--- src/rtl/oam_dma_ctrl_pkg.sv ---
`default_nettype none
// ============================================================================
// Module      : oam_dma_ctrl_pkg
// Description : Shared types and address constants for the sprite DMA engine.
// Revision    : 1.0 - initial release
// ============================================================================
package oam_dma_ctrl_pkg;

    typedef logic [7:0] reg_t;

    typedef enum logic [2:0] {
        IDLE  = 3'd0,
        HALT  = 3'd1,
        ALIGN = 3'd2,
        READ  = 3'd3,
        WRITE = 3'd4
    } dma_state_t;

    localparam logic [15:0] c_dma_reg_addr = 16'h4014;
    localparam logic [15:0] c_oamdata_addr = 16'h2004;
    localparam int          c_num_bytes    = 256;

endpackage
`default_nettype wire

--- src/rtl/oam_dma_ctrl_if.sv ---
`default_nettype none
// ============================================================================
// Module      : oam_dma_ctrl_if
// Description : CPU snoop inputs and DMA bus-master outputs of the OAM DMA.
// Revision    : 1.0 - initial release
// ============================================================================
interface oam_dma_ctrl_if;

    logic [15:0] cpu_addr;
    logic        cpu_r_en;
    logic [7:0]  cpu_w_data;
    logic [7:0]  mem_r_data;
    logic        cpu_halt;
    logic [15:0] dma_addr;
    logic        dma_r_en;
    logic [7:0]  dma_w_data;
    logic        dma_done;

    modport master (
        input  cpu_addr, cpu_r_en, cpu_w_data, mem_r_data,
        output cpu_halt, dma_addr, dma_r_en, dma_w_data, dma_done
    );

    modport slave (
        output cpu_addr, cpu_r_en, cpu_w_data, mem_r_data,
        input  cpu_halt, dma_addr, dma_r_en, dma_w_data, dma_done
    );

endinterface
`default_nettype wire

--- src/rtl/cpu_cycle_parity.sv ---
`default_nettype none
// ============================================================================
// Module      : cpu_cycle_parity
// Description : Even/odd CPU cycle tracker; toggles once per enabled cycle.
// Revision    : 1.0 - initial release
// ============================================================================
module cpu_cycle_parity (
    input  logic clock,
    input  logic reset,
    input  logic i_clock_en,
    output logic o_parity
);

    logic r_parity;

    always_ff @(posedge clock or posedge reset) begin
        if (reset) begin
            r_parity <= 1'b0;
        end else if (i_clock_en) begin
            r_parity <= ~r_parity;
        end
    end

    assign o_parity = r_parity;

endmodule
`default_nettype wire

--- src/rtl/oam_dma_ctrl.sv ---
`default_nettype none
// ============================================================================
// Module      : oam_dma_ctrl
// Description : Sprite DMA - halts the CPU on a $4014 store and copies one
//               256-byte page into OAMDATA as alternating read/write cycles.
// Revision    : 1.0 - initial release
// ============================================================================
module oam_dma_ctrl
    import oam_dma_ctrl_pkg::*;
#(
    parameter logic [15:0] DMA_REG_ADDR = c_dma_reg_addr,
    parameter logic [15:0] OAMDATA_ADDR = c_oamdata_addr,
    parameter int          NUM_BYTES    = c_num_bytes
) (
    input  logic           clock,
    input  logic           reset,
    input  logic           clock_en,
    oam_dma_ctrl_if.master bus
);

    localparam int               IDX_W      = $clog2(NUM_BYTES);
    localparam logic [IDX_W-1:0] c_last_idx = IDX_W'(NUM_BYTES - 1);

    dma_state_t       r_state;
    dma_state_t       w_next_state;
    reg_t             r_page;
    logic [IDX_W-1:0] r_byte_idx;
    logic             r_done;
    logic             w_parity;
    logic             w_trigger;
    logic             w_last;
    logic [15:0]      w_page_base;
    logic [15:0]      w_src_addr;

    cpu_cycle_parity u_parity (
        .clock      (clock),
        .reset      (reset),
        .i_clock_en (clock_en),
        .o_parity   (w_parity)
    );

    // Only an idle engine listens; stores to $4014 mid-copy never reach us anyway.
    assign w_trigger   = (r_state == IDLE) && (bus.cpu_addr == DMA_REG_ADDR) && !bus.cpu_r_en;
    assign w_last      = (r_byte_idx == c_last_idx);
    assign w_page_base = {r_page, 8'h00};
    assign w_src_addr  = w_page_base | 16'(r_byte_idx);

    always_ff @(posedge clock or posedge reset) begin
        if (reset) begin
            r_state <= IDLE;
        end else if (clock_en) begin
            r_state <= w_next_state;
        end
    end

    always_comb begin
        w_next_state = r_state;
        case (r_state)
            IDLE:    if (w_trigger) w_next_state = HALT;
            // Reads must land on even cycles; an odd-parity halt needs no padding.
            HALT:    w_next_state = w_parity ? READ : ALIGN;
            ALIGN:   w_next_state = READ;
            READ:    w_next_state = WRITE;
            WRITE:   w_next_state = w_last ? IDLE : READ;
            default: w_next_state = IDLE;
        endcase
    end

    always_ff @(posedge clock or posedge reset) begin
        if (reset) begin
            r_page     <= '0;
            r_byte_idx <= '0;
            r_done     <= 1'b0;
        end else if (clock_en) begin
            r_done <= (r_state == WRITE) && w_last;
            if (w_trigger) begin
                r_page     <= bus.cpu_w_data;
                r_byte_idx <= '0;
            end else if ((r_state == WRITE) && !w_last) begin
                r_byte_idx <= r_byte_idx + IDX_W'(1);
            end
        end
    end

    always_comb begin
        bus.cpu_halt   = (r_state != IDLE);
        bus.dma_addr   = 16'h0000;
        bus.dma_r_en   = 1'b1;
        bus.dma_w_data = 8'h00;
        bus.dma_done   = r_done;
        case (r_state)
            HALT, ALIGN: bus.dma_addr = w_page_base;
            READ:        bus.dma_addr = w_src_addr;
            WRITE: begin
                bus.dma_addr   = OAMDATA_ADDR;
                bus.dma_r_en   = 1'b0;
                bus.dma_w_data = bus.mem_r_data;
            end
            default: ;
        endcase
    end

endmodule
`default_nettype wire
--- src/flat_wrapper.sv ---
// flat-port wrapper written by rule: the top's interface ports become plain ports
module oam_dma_ctrl_flat import oam_dma_ctrl_pkg::*;
#(
    parameter logic [15:0] DMA_REG_ADDR = c_dma_reg_addr,
    parameter logic [15:0] OAMDATA_ADDR = c_oamdata_addr,
    parameter int          NUM_BYTES    = c_num_bytes
)
  (clock, reset, clock_en, bus_cpu_addr, bus_cpu_r_en, bus_cpu_w_data, bus_mem_r_data, bus_cpu_halt, bus_dma_addr, bus_dma_r_en, bus_dma_w_data, bus_dma_done);
  oam_dma_ctrl_if bus_i ();
  input  logic clock;
  input  logic reset;
  input  logic clock_en;
  input wire logic [$bits(bus_i.cpu_addr)-1:0] bus_cpu_addr;
  input wire logic [$bits(bus_i.cpu_r_en)-1:0] bus_cpu_r_en;
  input wire logic [$bits(bus_i.cpu_w_data)-1:0] bus_cpu_w_data;
  input wire logic [$bits(bus_i.mem_r_data)-1:0] bus_mem_r_data;
  output wire logic [$bits(bus_i.cpu_halt)-1:0] bus_cpu_halt;
  output wire logic [$bits(bus_i.dma_addr)-1:0] bus_dma_addr;
  output wire logic [$bits(bus_i.dma_r_en)-1:0] bus_dma_r_en;
  output wire logic [$bits(bus_i.dma_w_data)-1:0] bus_dma_w_data;
  output wire logic [$bits(bus_i.dma_done)-1:0] bus_dma_done;
  assign bus_i.cpu_addr = bus_cpu_addr;
  assign bus_i.cpu_r_en = bus_cpu_r_en;
  assign bus_i.cpu_w_data = bus_cpu_w_data;
  assign bus_i.mem_r_data = bus_mem_r_data;
  assign bus_cpu_halt = bus_i.cpu_halt;
  assign bus_dma_addr = bus_i.dma_addr;
  assign bus_dma_r_en = bus_i.dma_r_en;
  assign bus_dma_w_data = bus_i.dma_w_data;
  assign bus_dma_done = bus_i.dma_done;
  oam_dma_ctrl #(.DMA_REG_ADDR(DMA_REG_ADDR), .OAMDATA_ADDR(OAMDATA_ADDR), .NUM_BYTES(NUM_BYTES)) u_core (.clock(clock), .reset(reset), .clock_en(clock_en), .bus(bus_i));
endmodule
--- config.mk ---
export PLATFORM = sky130hd
export DESIGN_NAME = oam_dma_ctrl_flat
export DESIGN_NICKNAME = d
export VERILOG_FILES = /design/src/rtl/oam_dma_ctrl_pkg.sv /design/src/rtl/oam_dma_ctrl_if.sv /design/src/rtl/cpu_cycle_parity.sv /design/src/rtl/oam_dma_ctrl.sv /design/src/flat_wrapper.sv
export SDC_FILE = /design/constraint.sdc
export NUM_CORES = 1
export LEC_CHECK = 0
export ABC_CLOCK_PERIOD_IN_PS = 1700
export BUFFER_PORTS_ARGS = -buffer_cell sky130_fd_sc_hd__buf_2
export CAP_MARGIN = 10
export CORE_ASPECT_RATIO = 1.25
export CORE_MARGIN = 1.5
export CORE_UTILIZATION = 41
export DETAILED_ROUTE_END_ITERATION = 7
export PLACE_DENSITY = 0.8
export SLEW_MARGIN = 30
export SYNTH_ARGS = -nofsm -noshare
export SYNTH_HDL_FRONTEND = slang
export SYNTH_HIERARCHICAL = 1
export SYNTH_SLANG_ARGS = --single-unit
--- constraint.sdc ---
create_clock -name clock -period 1.7 [get_ports clock]
set_input_delay 0.34 -clock clock [delete_from_list [all_inputs] [get_ports clock]]
set_output_delay 0.34 -clock clock [all_outputs]
set_load 0.05 [all_outputs]
Word-level counts from Yosys, hierarchy flattened
Index checks and enable logic that the tools add are counted.

Output and inout bits: 27. Register bits: 21. Logic and storage cells: 37.

Add/subtract/negate cells: 1. Bitwise logic cells: 2. Muxes and demuxes: 9. Reduce and logical (&&, ||, !) cells: 13. Equal/unequal tests: 7.

Operators with widths (count): 16-bit case mux with 3 select lines (1); 8-bit two-way mux (3); 16-bit by 15-bit equality test with 1-bit output, second input constant (1); 16-bit by 8-bit OR with 16-bit output (1); 3-bit case mux with 5 select lines (1); 8-bit by 1-bit adder with 8-bit output, second input constant (1); 8-bit equality test, second input constant (1); 3-bit by 2-bit equality test with 1-bit output, second input constant (2); 2-bit AND reduction (3); 1-bit logical AND (4); 3-bit by 1-bit equality test with 1-bit output, second input constant (1); 3-bit equality test, second input constant (1); 3-bit logical NOT (1); 3-bit two-way mux (1); 3-bit nonzero test (1); 1-bit logical NOT (2); 1-bit two-way mux (2); 2-bit two-way mux (1); 2-bit by 1-bit != test with 1-bit output, second input constant (1); 2-bit nonzero test (1); 2-bit OR reduction (1); 1-bit inverter (1).

Depth between registers and ports, before layout
Depth after elaboration: 5. Mapped depth: 6.

Hierarchy
The synthesis kept the hierarchy.

By module, submodules not included: oam_dma_ctrl (seq. area each 500.5 µm², cells each 142, times used 1, area each 1371.3 µm²); cpu_cycle_parity (seq. area each 25.0 µm², cells each 3, times used 1, area each 37.5 µm²).

Least setup slack after synthesis
Ideal clock, no wire load.

Path type: register -> output. Start point: register u_core.r_state[1]. End point: output port bus_dma_addr[13]. Data required time: 1.360 ns. Path slack: -0.296 ns. Buffers on the path: 2. Arrival time: 1.656 ns. Stages on the path, launching flop included: 6. Path through: dfrtp_1 > buf_6 > nor3b_4 > clkbuf_1 > inv_1 > nand2_1.

Cells in the longest elaborated chain, start to end: 3. Elaborated cells on any way between the ends: 6. Those cells by class: eq/ne (4); mux (1); reduce/logical (1).

RTL lines: start: declaration (RTL line oam_dma_ctrl.sv:24) `dma_state_t r_state;`; start signal: assignment (RTL line oam_dma_ctrl.sv:52) `r_state <= w_next_state;`; 3-bit by 1-bit equality test with 1-bit output or 3-bit by 2-bit equality test with 1-bit output (tied branches) (RTL line oam_dma_ctrl.sv:91) `case (r_state)`; 2-bit OR reduction (RTL line oam_dma_ctrl.sv:91); 16-bit case mux with 3 select lines (*) (RTL line oam_dma_ctrl.sv:91); end: declaration (RTL line flat_wrapper.sv:18) `output wire logic [$bits(bus_i.dma_addr)-1:0] bus_dma_addr;`.

Every way passes the cells marked *; elsewhere a longest branch is shown, timed or not.

Worst setup path in the final report
Start point: register u_core.r_state[0]. End point: output port bus_dma_addr[10].

Same word-level chain as after synthesis.

==> qor.csv <==
stage,metric,value,unit
clock_network,H-tree level count,1,
clock_network,Root Driver,sky130_fd_sc_hd__clkbuf_8,
worst_setup_path,worst r2r path cells,7,
worst_setup_path,CP arrival,1.56,ns
yosys,count of flip-flops with a built-in enable after synthesis,0,
yosys,net count after synthesis,182,
finish,multi-input gate area in the final layout,911,sq um
yosys,library cell occupying the most area in the post-synthesis netlist,sky130_fd_sc_hd__dfrtp_1,
die,y dimension of the die,68.5,microns
worst_setup_path,launch point of the worst path,u_core/r_state[0],
outcome,violated checks,negative setup slack,
clock_network,clock tree from TritonCTS,done,
place,dpl hpwl,2.71,mm
outcome,status,"finished, violations left",
yosys,Synth async-reset ratio,100,%
power_and_ir_drop,VDD IR max,0.924,mV
timing,period utilization,112,%
timing,worst slew slack as a fraction of its limit,80.0,%
worst_setup_path,category of the critical setup timing path,reg -> out,
global_routing,via count of the first global-routing pass,1367,
route,number of DRC violations after detailed routing,0,
route,average via count per standard cell,5.40,
place,worst setup timing slack at the placement stage,-0.0571,ns
global_routing,global-route usage over all layers,21.0,%
worst_setup_path,Buffers & Inverters on Critical Path,3,
flow_run,count of maximum capacitance violations,0,
timing,transition time at the pin with the least slew margin,0.296,ns
worst_setup_path,CP Depth,6,
timing,"crit path setup slack, layout",-0.196,ns
clock_network,clock latency of the later-clocked register in the worst-skew pair,0.27,ns
yosys,top-count cell post-synth,sky130_fd_sc_hd__and2_1,
die,Initial Utilization,43.3,%
worst_setup_path,Top delay family on crit path,flip-flops,
timing,time the worst path needs with I/O delays and setup,1.90,ns
worst_setup_path,termination of the worst setup path,bus_dma_addr[10],
power_and_ir_drop,Leakage,1.13,nW
finish,nets@finish,273,
clock_network,clock buffer depth,2,
yosys,area of the mapped netlist,1410,sq um
timing,Slew Limit Fails,0,
route,WL final,4.40,mm
finish,area of all sequential standard cells,529,sq um
worst_setup_path,crit-path max FO,8,
finish,summed area of non-filler cells in the final layout,2390,sq um
timing,clock skew after layout,0.00408,ns
yosys,post-synthesis sequential element count,21,
global_routing,global-route wire length before repair,6.25,mm
die,Placeable Area,3250,sq um
worst_setup_path,CP most frequent cell,sky130_fd_sc_hd__buf_6,
global_routing,maximum number of pins on one net before global-route repair,21,
worst_setup_path,R2R Path End,u_core/r_page[4],
yosys,sequential area share after synthesis,37.3,%
route,number of vias after detailed routing,1470,
timing,final setup TNS,-4.08,ns
yosys,synth unique cells,44,
worst_setup_path,cell-by-cell trace of the critical path,"buf_4, nor2_2, nor2_4, buf_6, and2_1, buf_6",
timing,count of endpoints failing hold in the final timing report,0,
yosys,top_reg_cell synth,sky130_fd_sc_hd__dfrtp_1,
worst_setup_path,endpoint type of the worst setup path,output pin,
timing,upper clock frequency limit,527,MHz
die,chip width,55.4,microns
place,number of port buffers,62,
die,count of boundary I/O pins,63,
finish,"Area growth, synth to finish",69.5,%
global_routing,global-route congestion overflow total,0,
yosys,area share of the leading cell type in the synthesized netlist,37.3,%
worst_setup_path,reg-to-reg critical path startpoint,u_core/r_state[2],
route,number of search-and-repair iterations in the first detailed-routing pass,4,
clock_network,TritonCTS buffer count,3,
place,Post-Place Cell Area,1880,sq um
worst_setup_path,startpoint types,flop,
global_routing,initial antenna violation count,0,
clock_network,clock transition at the register clock pins on the worst setup and hold paths after CTS,0.08,ns
timing,Setup-failing EPs final,34,
power_and_ir_drop,power density cells,1200,nW/um^2
finish,total inserted antenna cells,0,
route,number of DRC markers in iteration 0,43,
place,routability congestion estimate,0.898,
worst_setup_path,register-to-register setup slack,-0.11,ns
route,"antenna viol nets, final",0,
die,Die Area,3800,sq um
worst_setup_path,critical path required time,1.36,ns
yosys,post-synthesis average cell area,9.72,sq um
worst_setup_path,Critical Path Slowest Stage Cell,sky130_fd_sc_hd__dfrtp_2,
power_and_ir_drop,"sum of internal, switching and leakage power",2.87,mW
finish,total of fill cells in the finished design,223,
worst_setup_path,critical path's largest stage delay,0.46,ns
yosys,most area-consuming cells after synthesis,"sky130_fd_sc_hd__dfrtp_1 (37%), sky130_fd_sc_hd__and2_1 (9.8%), sky130_fd_sc_hd__mux2_4 (7.5%), sky130_fd_sc_hd__nand2_1 (3.5%), sky130_fd_sc_hd__o21ai_0 (3.2%)",
yosys,Commonest cells post-synth,"sky130_fd_sc_hd__and2_1 (22), sky130_fd_sc_hd__dfrtp_1 (21), sky130_fd_sc_hd__nand2_1 (13)",
finish,share of post-route cells with drive strength above 1,61.3,%
route,detailed-route wire length per cell,16.2,microns
clock_network,CTS Sinks,21,
timing,RSZ-0062 raised after global routing,true,
yosys,Yosys warnings,6,
min_path,worst min-delay path class,in -> reg,
die,Rows,23,
yosys,Gate Count Post-Synth,145,
-- repair_timing --
action,in CTS,in global routing
cloned,1,0
gates resized for setup,62,49
pin swaps,8,21
hold buffers,1,0
setup buffers,6,8
endpoints found under the setup margin,27,42
endpoints found under the hold margin,1,0
-- state kept, by name (all words and copies together) (netlist names) --
signal,count
u_core/r_page,8
u_core/r_state,3
u_core/u_parity/o_parity,1
u_core/r_byte_idx,8
u_core/bus.dma_done,1
-- power by group --
part / internal, mW / switching [mW]
Combinational: 0.879 / 0.941
Clock: 0.164 / 0.180
Sequential: 0.585 / 0.120
Total: 1.63 / 1.24
-- worst min path at each step --
stage / from / endpoint / slack, ns / depth (start not counted)
floorplan: reset / u_core/u_parity/o_parity / 0.07 / 1
global placement: reset / u_core/u_parity/o_parity / 0.19 / 2
detailed placement: reset / u_core/u_parity/o_parity / 0.19 / 2
CTS: bus_cpu_w_data[7] / u_core/r_page[7] / 0.30 / 2
global route: bus_cpu_w_data[5] / u_core/r_page[5] / 0.30 / 2
finish: bus_cpu_w_data[6] / u_core/r_page[6] / 0.31 / 2
-- layer usage --
layer / wire [microns] / track usage [%]
met1: 1660 / 24.3
met5: 0 / 0
met4: 90 / 9.15
met2: 2490 / 40.0
met3: 157 / 2.05
-- kinds of logic after synthesis --
| group | Yosys count | share of synthesized area, % |
|---|---|---|
| AOI/OAI and AO/OA | 28 | 13.4 |
| xor gates and xnor gates | 1 | 0.622 |
| adders and majority gates | 1 | 0.888 |
| buffers and inverters | 15 | 5.68 |
| DFF | 21 | 37.3 |
| muxes | 9 | 9.06 |
| and+or+nand+nor | 70 | 33.0 |
-- area by class of cell --
| type | instances | share of cell area [%] |
|---|---|---|
| well taps | 37 | 1.94 |
| clock inverters | 1 | 0.210 |
| clock buffers | 3 | 1.73 |
| inverters | 9 | 1.57 |
| multi-input cells | 109 | 38.1 |
| repair buffers | 92 | 34.3 |
| flip-flops and latches | 21 | 22.2 |
-- cell usage in the layout, fill, tap and decap left out, types with 4 or more instances in the layout --
master	instances
sky130_fd_sc_hd__buf_8	17
sky130_fd_sc_hd__inv_1	7
sky130_fd_sc_hd__o21ai_0	7
sky130_fd_sc_hd__and2_1	6
sky130_fd_sc_hd__buf_6	18
sky130_fd_sc_hd__and2_4	16
sky130_fd_sc_hd__nor2_1	4
sky130_fd_sc_hd__buf_2	36
sky130_fd_sc_hd__a31oi_1	4
sky130_fd_sc_hd__nand2_1	11
sky130_fd_sc_hd__dfrtp_1	18
sky130_fd_sc_hd__mux2_4	8
sky130_fd_sc_hd__buf_4	19
-- through the flow --
stage / utilization [%] / hold WS (ns) / cells
floorplan: - / 0.0687 / 145
global placement: 57.8 / 0.186 / 254
detailed placement: 57.8 / 0.187 / 254
CTS: 67.7 / 0.300 / 266
global route: 73.5 / 0.305 / 272
finish: 73.5 / 0.306 / 272
(Power assumes the default switching activity.)
